## src/rtl/game_state_controller_pkg.sv

```systemverilog
// -----------------------------------------------------------------------------
// game_state_controller_pkg
// Shared types and widths for the PAC-MAN game state controller.
//   game_state_e : encoding seen by the Renderer (READY=0, PLAYING=1,
//                  DYING=2, GAME_OVER=3, WIN=4)
//   popcount4    : number of ghosts set in a 4-bit hit mask
// -----------------------------------------------------------------------------
package game_state_controller_pkg;

   localparam int unsigned NUM_GHOSTS = 4;
   localparam int unsigned STATE_W    = 3;
   localparam int unsigned LIVES_W    = 3;
   localparam int unsigned SCORE_W    = 16;
   localparam int unsigned DOTS_W     = 10;

   typedef enum logic [STATE_W-1:0] {
      GS_READY     = 3'd0,
      GS_PLAYING   = 3'd1,
      GS_DYING     = 3'd2,
      GS_GAME_OVER = 3'd3,
      GS_WIN       = 3'd4
   } game_state_e;

   function automatic logic [2:0] popcount4(input logic [NUM_GHOSTS-1:0] v);
      popcount4 = 3'(v[0]) + 3'(v[1]) + 3'(v[2]) + 3'(v[3]);
   endfunction

endpackage

```

## src/rtl/game_state_controller_collision.sv

```systemverilog
// -----------------------------------------------------------------------------
// collision_detector
// Purely combinational player-vs-ghost proximity test for four ghosts.
//   player_x/player_y : player pixel position
//   ghost_x/ghost_y   : ghost k at [k*X_W +: X_W] / [k*Y_W +: Y_W]
//   hit               : hit[k] set when both axis distances are < HIT_DIST
// -----------------------------------------------------------------------------
module collision_detector
   import game_state_controller_pkg::*;
#(
   parameter int unsigned X_W      = 10,
   parameter int unsigned Y_W      = 9,
   parameter int unsigned HIT_DIST = 8
) (
   input  logic [X_W-1:0]            player_x,
   input  logic [Y_W-1:0]            player_y,
   input  logic [NUM_GHOSTS*X_W-1:0] ghost_x,
   input  logic [NUM_GHOSTS*Y_W-1:0] ghost_y,
   output logic [NUM_GHOSTS-1:0]     hit
);

   for (genvar k = 0; k < NUM_GHOSTS; k++) begin : g_ghost
      logic [X_W-1:0] gx;
      logic [Y_W-1:0] gy;
      logic [X_W:0]   dx;
      logic [Y_W:0]   dy;

      assign gx = ghost_x[k*X_W +: X_W];
      assign gy = ghost_y[k*Y_W +: Y_W];

      // Unsigned absolute difference, one bit wider than the coordinate
      assign dx = (player_x >= gx) ? ((X_W+1)'(player_x) - (X_W+1)'(gx))
                                   : ((X_W+1)'(gx) - (X_W+1)'(player_x));
      assign dy = (player_y >= gy) ? ((Y_W+1)'(player_y) - (Y_W+1)'(gy))
                                   : ((Y_W+1)'(gy) - (Y_W+1)'(player_y));

      assign hit[k] = (dx < (X_W+1)'(HIT_DIST)) && (dy < (Y_W+1)'(HIT_DIST));
   end

endmodule

```

## src/rtl/game_state_controller.sv

```systemverilog
// -----------------------------------------------------------------------------
// game_state_controller
// Sequences READY / PLAYING / DYING / GAME_OVER / WIN, tracks lives, the
// frightened timer and the ghost-eating score. All activity is qualified by
// the char-update tick; every output is registered.
//   clk, reset      : 25 MHz clock, synchronous active-high reset
//   tick            : one-cycle enable per char-update period
//   start           : start button level
//   player_*/ghost_*: character positions
//   dots_remaining  : uneaten dot count
//   big_dot_eaten   : one-cycle pulse, any clk cycle
//   game_state      : current state encoding
//   lives, score    : remaining lives, saturating ghost bonus
//   frightened      : ghosts vulnerable
//   ghost_eaten     : one-cycle pulse per eaten ghost
//   restart_pos     : one-cycle pulse, all characters return to spawn
// -----------------------------------------------------------------------------
module game_state_controller
   import game_state_controller_pkg::*;
#(
   parameter int unsigned X_W          = 10,
   parameter int unsigned Y_W          = 9,
   parameter int unsigned START_LIVES  = 3,
   parameter int unsigned READY_TICKS  = 200,
   parameter int unsigned DYING_TICKS  = 150,
   parameter int unsigned FRIGHT_TICKS = 600,
   parameter int unsigned HIT_DIST     = 8,
   parameter int unsigned GHOST_PTS    = 200
) (
   input  logic                      clk,
   input  logic                      reset,
   input  logic                      tick,
   input  logic                      start,
   input  logic [X_W-1:0]            player_x,
   input  logic [Y_W-1:0]            player_y,
   input  logic [NUM_GHOSTS*X_W-1:0] ghost_x,
   input  logic [NUM_GHOSTS*Y_W-1:0] ghost_y,
   input  logic [DOTS_W-1:0]         dots_remaining,
   input  logic                      big_dot_eaten,
   output logic [STATE_W-1:0]        game_state,
   output logic [LIVES_W-1:0]        lives,
   output logic                      frightened,
   output logic [NUM_GHOSTS-1:0]     ghost_eaten,
   output logic                      restart_pos,
   output logic [SCORE_W-1:0]        score
);

   localparam int unsigned PHASE_MAX = (READY_TICKS > DYING_TICKS) ? READY_TICKS : DYING_TICKS;
   localparam int unsigned TMR_W     = $clog2(PHASE_MAX + 1);
   localparam int unsigned FT_W      = $clog2(FRIGHT_TICKS + 1);
   localparam int unsigned SUM_W     = SCORE_W + 2;

   game_state_e             state_q;
   logic [TMR_W-1:0]        timer_q;
   logic [FT_W-1:0]         fright_tmr_q;
   logic                    fright_q;
   logic                    pending_q;
   logic [LIVES_W-1:0]      lives_q;
   logic [SCORE_W-1:0]      score_q;
   logic [NUM_GHOSTS-1:0]   ghost_eaten_q;
   logic                    restart_q;

   logic [NUM_GHOSTS-1:0]   hit_c;
   logic                    big_dot_c;
   logic [SUM_W-1:0]        score_sum_c;
   logic [SCORE_W-1:0]      score_sat_c;

   collision_detector #(
      .X_W      (X_W),
      .Y_W      (Y_W),
      .HIT_DIST (HIT_DIST)
   ) u_collision (
      .player_x (player_x),
      .player_y (player_y),
      .ghost_x  (ghost_x),
      .ghost_y  (ghost_y),
      .hit      (hit_c)
   );

   // A big dot arriving on the tick cycle itself is consumed by that tick
   assign big_dot_c = pending_q | big_dot_eaten;

   // Ghost bonus with saturation at all-ones
   assign score_sum_c = SUM_W'(score_q) + SUM_W'(GHOST_PTS * 32'(popcount4(hit_c)));
   assign score_sat_c = (|score_sum_c[SUM_W-1:SCORE_W]) ? '1 : score_sum_c[SCORE_W-1:0];

   // Game sequencing, timers, lives and score
   always_ff @(posedge clk) begin
      if (reset) begin
         state_q       <= GS_READY;
         timer_q       <= '0;
         fright_tmr_q  <= '0;
         fright_q      <= 1'b0;
         pending_q     <= 1'b0;
         lives_q       <= LIVES_W'(START_LIVES);
         score_q       <= '0;
         ghost_eaten_q <= '0;
         restart_q     <= 1'b1;
      end else begin
         ghost_eaten_q <= '0;
         restart_q     <= 1'b0;
         if (big_dot_eaten) pending_q <= 1'b1;

         if (tick) begin
            pending_q <= 1'b0;
            case (state_q)
               GS_READY: begin
                  if (timer_q == TMR_W'(READY_TICKS - 1)) begin
                     state_q <= GS_PLAYING;
                     timer_q <= '0;
                  end else begin
                     timer_q <= timer_q + TMR_W'(1);
                  end
               end

               GS_PLAYING: begin
                  if (dots_remaining == '0) begin
                     state_q      <= GS_WIN;
                     fright_q     <= 1'b0;
                     fright_tmr_q <= '0;
                  end else if ((|hit_c) && !fright_q) begin
                     state_q      <= GS_DYING;
                     timer_q      <= '0;
                     lives_q      <= (lives_q == '0) ? '0 : lives_q - LIVES_W'(1);
                     fright_q     <= 1'b0;
                     fright_tmr_q <= '0;
                  end else begin
                     if (fright_q) begin
                        ghost_eaten_q <= hit_c;
                        score_q       <= score_sat_c;
                     end
                     // Reload wins over countdown; the tick that reaches 0 clears fright
                     if (big_dot_c) begin
                        fright_q     <= 1'b1;
                        fright_tmr_q <= FT_W'(FRIGHT_TICKS);
                     end else if (fright_q) begin
                        if (fright_tmr_q <= FT_W'(1)) begin
                           fright_q     <= 1'b0;
                           fright_tmr_q <= '0;
                        end else begin
                           fright_tmr_q <= fright_tmr_q - FT_W'(1);
                        end
                     end
                  end
               end

               GS_DYING: begin
                  fright_q     <= 1'b0;
                  fright_tmr_q <= '0;
                  if (timer_q == TMR_W'(DYING_TICKS - 1)) begin
                     timer_q <= '0;
                     if (lives_q == '0) begin
                        state_q <= GS_GAME_OVER;
                     end else begin
                        state_q   <= GS_READY;
                        restart_q <= 1'b1;
                     end
                  end else begin
                     timer_q <= timer_q + TMR_W'(1);
                  end
               end

               GS_GAME_OVER, GS_WIN: begin
                  if (start) begin
                     state_q   <= GS_READY;
                     timer_q   <= '0;
                     lives_q   <= LIVES_W'(START_LIVES);
                     score_q   <= '0;
                     restart_q <= 1'b1;
                  end
               end

               default: begin
                  state_q <= GS_READY;
                  timer_q <= '0;
               end
            endcase
         end
      end
   end

   assign game_state  = state_q;
   assign lives       = lives_q;
   assign frightened  = fright_q;
   assign ghost_eaten = ghost_eaten_q;
   assign restart_pos = restart_q;
   assign score       = score_q;

endmodule

```

## config.mk

```make
export PLATFORM = sky130hd
export DESIGN_NAME = game_state_controller
export DESIGN_NICKNAME = d
export VERILOG_FILES = /design/src/rtl/game_state_controller_pkg.sv /design/src/rtl/game_state_controller_collision.sv /design/src/rtl/game_state_controller.sv
export SDC_FILE = /design/constraint.sdc
export NUM_CORES = 1
export LEC_CHECK = 0
export ABC_AREA = 1
export CORE_UTILIZATION = 45
export DETAILED_ROUTE_END_ITERATION = 10
export DONT_BUFFER_PORTS = 1
export PLACE_DENSITY = 0.68
export RECOVER_POWER = 25
export SKIP_LAST_GASP = 1
export SLEW_MARGIN = 15
export SYNTH_ARGS = -nofsm -noshare
export SYNTH_HDL_FRONTEND = slang
export SYNTH_SLANG_ARGS = --single-unit
```

## constraint.sdc

```tcl
create_clock -name clk -period 5.79 [get_ports clk]
set_input_delay 1.158 -clock clk [delete_from_list [all_inputs] [get_ports clk]]
set_output_delay 1.158 -clock clk [all_outputs]
set_load 0.01 [all_outputs]
```

# Word-level counts from Yosys, hierarchy flattened
# Cells that the tools add are included.
[word_totals]
regBits = 47
[op_classes]
n_addsub = 23
n_mul = 1
magnitude_cmp = 17
n_eq_ne = 15
mux = 49
bitwise = 4
n_reduce_logical = 22
[ops]
columns = ["op", "n"]
rows = [
  ["2-to-1 mux 10 bit", 9],
  ["subtractor 10 x 10 -> 11 bit", 8],
  ["2-to-1 mux 16 bit", 5],
  ["subtractor 9 x 9 -> 10 bit", 8],
  ["< comparator 11 x 4 -> 1 bit (second input constant)", 4],
  ["2-to-1 mux 11 bit", 4],
  [">= comparator 10 bit", 4],
  ["< comparator 10 x 4 -> 1 bit (second input constant)", 4],
  ["2-to-1 mux 8 bit", 5],
  [">= comparator 9 bit", 4],
  ["one-hot mux 16 bit (2 select lines)", 1],
  ["one-hot mux 8 bit (4 select lines)", 1],
  ["2-to-1 mux 3 bit", 9],
  ["one-hot mux 10 bit (2 select lines)", 1],
  ["adder 16 x 11 -> 17 bit", 1],
  ["equality test 8 bit (second input constant)", 2],
  ["inequality test 2 bit (second input constant)", 7],
  ["one-hot mux 3 bit (4 select lines)", 1],
  ["less-or-equal comparator 10 x 1 -> 1 bit (second input constant)", 1],
  ["logical NOT 10 bit", 1],
  ["AND reduction 5 bit", 2],
  ["subtractor 10 x 1 -> 10 bit (second input constant)", 1],
  ["2-to-1 mux 1 bit", 9],
  ["adder 8 x 1 -> 8 bit (second input constant)", 1],
  ["other kinds (26)", 38],
]

# Logic depth before layout (Yosys ltp)
[depth]
word_depth = 15
depth_mapped = 38

# Cells and area by module
# Synthesis repeated with hierarchy kept, for this count alone.
[hier_totals]
hier_cells = 2071
area_unflattened_um2 = 11046.8
[modules_own_cells]
columns = ["mod", "instances", "cells_per_inst", "area_per_inst_um2", "seq_area_each_um2"]
rows = [
  ["collision_detector", 1, 1581, 7933.9, 0.0],
  ["game_state_controller", 1, 490, 3113.0, 900.9],
]

# Least setup slack after synthesis
# OpenSTA, ideal clock, no wires.
[synth_path]
kind = "input-to-reg"
startpoint = "input port player_x[2]"
endpoint = "register score_q[11], in the netlist score[11]"
arrival_ns = 5.804
required_ns = 5.658
path_slack_ns = -0.147
stages = 35
n_path_buf = 0
cell_sequence = "inv_1 > ha_1 > a21oi_1 > o21ai_2 > a21oi_1 > o21ai_2 > nand2_2 > nand3_4 > inv_2 > nand2_1 > nand2_1 > inv_1 > nor3_1 > nand2_1 > nor2_1 > nand2_1 > ha_1 > ha_1 > ha_1 > inv_1 > fa_1 > inv_1 > ha_1 > a21oi_1 > nand2_1 > nand3_1 > nand2_1 > nand2_1 > nand2_1 > nand3_1 > inv_1 > a21oi_1 > o21ai_0 > nand2_1 > a21oi_1"
[synth_between]
elab_chain_len = 15
word_cells_on_any_way = 39
classes_between = "add/sub (12); mul (1); order compare (8); eq/ne (1); mux (9); reduce/logical (8)"
[synth_rtl]
columns = ["item", "line", "source"]
rows = [
  ["from (decl)", "game_state_controller.sv:34", "input logic [X_W-1:0] player_x,"],
  ["subtractor 10 x 10 -> 11 bit, or another cell as far along", "game_state_controller_collision.sv:33", ": ((X_W+1)'(gx) - (X_W+1)'(player_x));"],
  ["2-to-1 mux 11 bit", "game_state_controller_collision.sv:32", "assign dx = (player_x >= gx) ? ((X_W+1)'(player_x) - (X_W+1)'(gx))"],
  ["< comparator 11 x 4 -> 1 bit", "game_state_controller_collision.sv:37", "assign hit[k] = (dx < (X_W+1)'(HIT_DIST)) && (dy < (Y_W+1)'(HIT_DIST));"],
  ["logical AND 1 bit", "game_state_controller_collision.sv:37", ""],
  ["adder 1 x 1 -> 2 bit", "game_state_controller_pkg.sv:25", "popcount4 = 3'(v[0]) + 3'(v[1]) + 3'(v[2]) + 3'(v[3]);"],
  ["adder 2 x 1 -> 3 bit", "game_state_controller_pkg.sv:25", ""],
  ["adder 3 x 1 -> 3 bit", "game_state_controller_pkg.sv:25", ""],
  ["multiplier 5 x 3 -> 8 bit", "game_state_controller.sv:84", "assign score_sum_c = SUM_W'(score_q) + SUM_W'(GHOST_PTS * 32'(popcount4(hit_c)));"],
  ["adder 16 x 11 -> 17 bit", "game_state_controller.sv:84", ""],
  ["OR reduction 2 bit", "game_state_controller.sv:85", "assign score_sat_c = (|score_sum_c[SUM_W-1:SCORE_W]) ? '1 : score_sum_c[SCORE_W-1:0];"],
  ["2-to-1 mux 16 bit", "game_state_controller.sv:85", ""],
  ["2-to-1 mux 16 bit", "game_state_controller.sv:128", "if (fright_q) begin"],
  ["2-to-1 mux 16 bit", "game_state_controller.sv:121", "end else if ((|hit_c) && !fright_q) begin"],
  ["2-to-1 mux 16 bit", "game_state_controller.sv:117", "if (dots_remaining == '0) begin"],
  ["one-hot mux 16 bit (2 select lines)", "game_state_controller.sv:106", "case (state_q)"],
  ["to (signal assigned)", "game_state_controller.sv:130", "score_q <= score_sat_c;"],
  ["to (decl)", "game_state_controller.sv:59", "logic [SCORE_W-1:0] score_q;"],
]
# Parallel ways exist; a longest one is shown, timed or not. The select of a mux whose other input is x is not followed.
# A chain may end at the register's enable or synchronous reset.

# Final worst setup path
[layout_path]
startpoint = "input port player_y[2]"
endpoint = "register score_q[14], in the netlist score[14]"
[layout_between]
elab_chain_len = 15
word_cells_on_any_way = 39
classes_between = "add/sub (12); mul (1); order compare (8); eq/ne (1); mux (9); reduce/logical (8)"
[layout_rtl]
columns = ["item", "line", "source"]
rows = [
  ["from (decl)", "game_state_controller.sv:35", "input logic [Y_W-1:0] player_y,"],
  ["subtractor 9 x 9 -> 10 bit, or another cell as far along", "game_state_controller_collision.sv:35", ": ((Y_W+1)'(gy) - (Y_W+1)'(player_y));"],
  ["2-to-1 mux 10 bit", "game_state_controller_collision.sv:34", "assign dy = (player_y >= gy) ? ((Y_W+1)'(player_y) - (Y_W+1)'(gy))"],
  ["< comparator 10 x 4 -> 1 bit", "game_state_controller_collision.sv:37", ""],
  ["logical AND 1 bit", "game_state_controller_collision.sv:37", ""],
  ["adder 1 x 1 -> 2 bit", "game_state_controller_pkg.sv:25", ""],
  ["adder 2 x 1 -> 3 bit", "game_state_controller_pkg.sv:25", ""],
  ["adder 3 x 1 -> 3 bit", "game_state_controller_pkg.sv:25", ""],
  ["multiplier 5 x 3 -> 8 bit", "game_state_controller.sv:84", ""],
  ["adder 16 x 11 -> 17 bit", "game_state_controller.sv:84", ""],
  ["OR reduction 2 bit", "game_state_controller.sv:85", ""],
  ["2-to-1 mux 16 bit", "game_state_controller.sv:85", ""],
  ["2-to-1 mux 16 bit", "game_state_controller.sv:128", ""],
  ["2-to-1 mux 16 bit", "game_state_controller.sv:121", ""],
  ["2-to-1 mux 16 bit", "game_state_controller.sv:117", ""],
  ["one-hot mux 16 bit (2 select lines)", "game_state_controller.sv:106", ""],
]
# Parallel ways exist; a longest one is shown, timed or not. The select of a mux whose other input is x is not followed.

==> impl_metrics.env <==
export IMPL_outcome="complete, no violations"
export IMPL_place_inst=2350
export IMPL_skew_ns=0.00432
export IMPL_grt_total_usage=0.259
export IMPL_cp_slowest_cell="fa_1"
export IMPL_synth_async_sr_flop_share=0
export IMPL_max_vdd_ir_drop_uv=95.6
export IMPL_drive_gt1_frac=0.158
export IMPL_worstPathArrival_ns=5.84
export IMPL_r2r_start="game_state[1]$_SDFFE_PP0P_"
export IMPL_fin_ws_ns=0.184
export IMPL_syn_to_final_growth_pct=20.7
export IMPL_hold_violations=0
export IMPL_place_hpwl_um=27600
export IMPL_die_h_um=157
export IMPL_drtPass1Iterations=6
export IMPL_numCtsBuffers=5
export IMPL_dp_slack_ns=-0.350
export IMPL_avgSynthCellArea_um2=5.70
export IMPL_yosysSeqAreaShare=0.0831
export IMPL_synthFlopType="dfxtp_1"
export IMPL_tightest_slew_ns=0.771
export IMPL_clkTransAtPathRegs_ns=0.07
export IMPL_vias=12000
export IMPL_grt_pass1_vias=11200
export IMPL_finalSetupViolations=0
export IMPL_startpoint="player_y[2]"
export IMPL_cp_required_ns=6.02
export IMPL_routed_wirelength_um=32900
export IMPL_relSlewSlack=0.484
export IMPL_hold_class="reg -> reg"
export IMPL_cts_tree="built"
export IMPL_buffer_ports_inserted=0
export IMPL_core_area_um2=23500
export IMPL_hold_buffers=0
export IMPL_synth_nets=2182
export IMPL_fin_crit_sh=0.968
export IMPL_rsz0062_at_grt="yes"
export IMPL_drt_wirelength_per_cell_um=13.8
export IMPL_rows=56
export IMPL_antenna_found_initial=0
export IMPL_cts_buffer_depth=2
export IMPL_path_delay_family="adder cells"
export IMPL_final_cells=2373
export IMPL_drt_iter0_markers=773
export IMPL_synth_cell_types=53
export IMPL_crit_path_start_kind="primary input"
export IMPL_min_from="timer_q[7]$_SDFFE_PP0P_"
export IMPL_clk_latency_ns=0.30
export IMPL_crit_path_max_fanout=5
export IMPL_fmax_mhz=178
export IMPL_gp_congestion=0.933
export IMPL_ys_warn_count=0
export IMPL_start_util=0.460
export IMPL_synth_edff_count=0
export IMPL_drc=0
export IMPL_ant_nets=0
export IMPL_syn_inst=1901
export IMPL_dieArea_um2=24700
export IMPL_fin_nets=2334
export IMPL_drv_cap=0
export IMPL_fin_tns_setup_ns=0
export IMPL_grt_max_degree=23
export IMPL_period_minus_slack_ns=5.61
export IMPL_drv_slew=0
export IMPL_worstSetupPathType="in -> reg"
export IMPL_ys_ff_latch=45
export IMPL_path_buf_inv=3
export IMPL_htreeDepth=2
export IMPL_p_leak_nw=7.28
export IMPL_crit_path_max_incr_delay_ns=0.50
export IMPL_syn_cell_area_um2=10800
export IMPL_die_w_um=157
export IMPL_clockRootBuffer="clkbuf_16"
export IMPL_gr_total_overflow=0
export IMPL_p_per_area_nw_per_um2=150
export IMPL_cp_end_kind="flop"
export IMPL_grt_pass1_wl_um=52200
export IMPL_via_per_inst=5.07
export IMPL_antennaDiodeCount=0
export IMPL_pin_count=138
export IMPL_cts_sinks=45
cell usage after synthesis, drive strengths merged (2+ instances only):
cell	instances	area (um2)
nand2	591	2270
inv	319	1200
nor2	195	754
ha	168	2100
nand3	144	781
a21oi	141	728
o21ai	61	317
xor2	57	499
dfxtp	45	901
nand4	31	206
buf	26	196
o21bai	16	120
nor3	13	75.1
clkbuf	12	50.1
o211ai	11	82.6
or2	10	62.6
a21o	7	52.6
xnor2	7	61.3
nand3b	6	45.0
a211oi	5	42.5
a31oi	5	31.3
o21a	4	30.0
a21boi	3	22.5
and3	3	18.8
fa	3	60.1
o22ai	3	18.8
o31ai	3	22.5
a221oi	2	17.5
nor3b	2	15.0
o21ba	2	20.0
per-stage QoR:
| step | utilization | total power (W) | hold WS, ns | area (um2) |
|---|---|---|---|---|
| after global placement | 0.522 | 0.00149 | 0.489 | 12300 |
| after CTS | 0.532 | 0.00190 | 0.507 | 12500 |
| final | 0.556 | 0.00196 | 0.519 | 13100 |
| after detailed placement | 0.522 | 0.00151 | 0.498 | 12300 |
| after global routing | 0.556 | 0.00213 | 0.545 | 13100 |
| after floorplan | - | 0.00118 | 0.472 | 10900 |
cell usage in the layout (no fill, tap or decap), types with 5 or more instances in the layout:
master        n
a21o_1        7
a21oi_1     121
a21oi_2      18
a31oi_1       5
buf_4       178
clkbuf_16     5
clkinvlp_4    8
dfxtp_1      45
ha_1        144
ha_4         24
inv_1       303
inv_2         5
nand2_1     568
nand2_2      19
nand3_1     132
nand3_2       9
nand3b_1      6
nand4_1      29
nor2_1      182
nor2_2       12
nor3_1        9
o211ai_1     11
o21ai_0      43
o21ai_1      13
o21ai_2       5
o21bai_1     15
or2_2         8
xnor2_1       7
xor2_1       57
cell type report:
class / count / area, um2
Inverter: 320 / 1240
Clock buffer: 5 / 125
Timing Repair Buffer: 181 / 1370
Fill cell: 2400 / 10500
Multi-Input combinational cell: 1499 / 8980
Tap cell: 319 / 399
Timing Repair inverter: 1 / 5.00
Clock inverter: 3 / 65.1
Sequential cell: 45 / 901
worst register-to-register path, cell delays in order, from the launching register on:
cell,delay [ns]
dfxtp_1,0.46
nor2_1,0.08
inv_1,0.07
a21oi_1,0.14
inv_1,0.13
o21ai_0,0.11
nor2_1,0.38
nand2_1,0.14
nor2_1,0.61
o21ai_0,0.22
a21oi_1,0.17
power breakdown:
| group | internal [W] | switching, W | total, W |
|---|---|---|---|
| combinational | 0.000520 | 0.000723 | 0.00124 |
| sequential | 0.000325 | 0.0000164 | 0.000341 |
| clock | 0.000247 | 0.000128 | 0.000374 |
what timing repair did:
action                                  in CTS  in global routing
buffers inserted                             2                 11
gates cloned                                 0                  2
gates resized for setup                      7                 87
endpoints found under the setup margin       2                 14
pin swaps                                    2                 23
registers in the layout (all words and copies together) (netlist names):
signal	count
fright_tmr_q	10
frightened	1
game_state	3
ghost_eaten	4
lives	3
pending_q	1
restart_pos	1
score	14
timer_q	8
routing by layer:
| metal | vias up | track usage | share of wire |
|---|---|---|---|
| li1 | 6326 | - | - |
| met1 | 5377 | 0.310 | 0.43 |
| met2 | 290 | 0.458 | 0.47 |
| met3 | 41 | 0.0655 | 0.075 |
| met4 | 0 | 0.0601 | 0.022 |
| met5 | - | 0 | 0 |
logic make-up (layout without fill, tap and decap cells):
family / count (synthesis) / after routing / share of synthesized area
compound gates: 265 / 265 / 0.140
xor+xnor: 64 / 64 / 0.0517
fa+ha+maj: 171 / 171 / 0.199
buf+inv: 358 / 510 / 0.134
flops: 45 / 45 / 0.0831
simple gates: 998 / 999 / 0.392
worst paths after layout:
check | cells after the start | slack, ns | end
setup / recovery | 31 | 0.18 | score[14]$_SDFFE_PP0P_
hold / removal | 2 | 0.52 | timer_q[7]$_SDFFE_PP0P_
setup reg to reg | 10 | 3.21 | score[7]$_SDFFE_PP0P_
hold reg to reg | 2 | 0.52 | timer_q[7]$_SDFFE_PP0P_
Note: power is estimated with default switching activity, not from simulation.
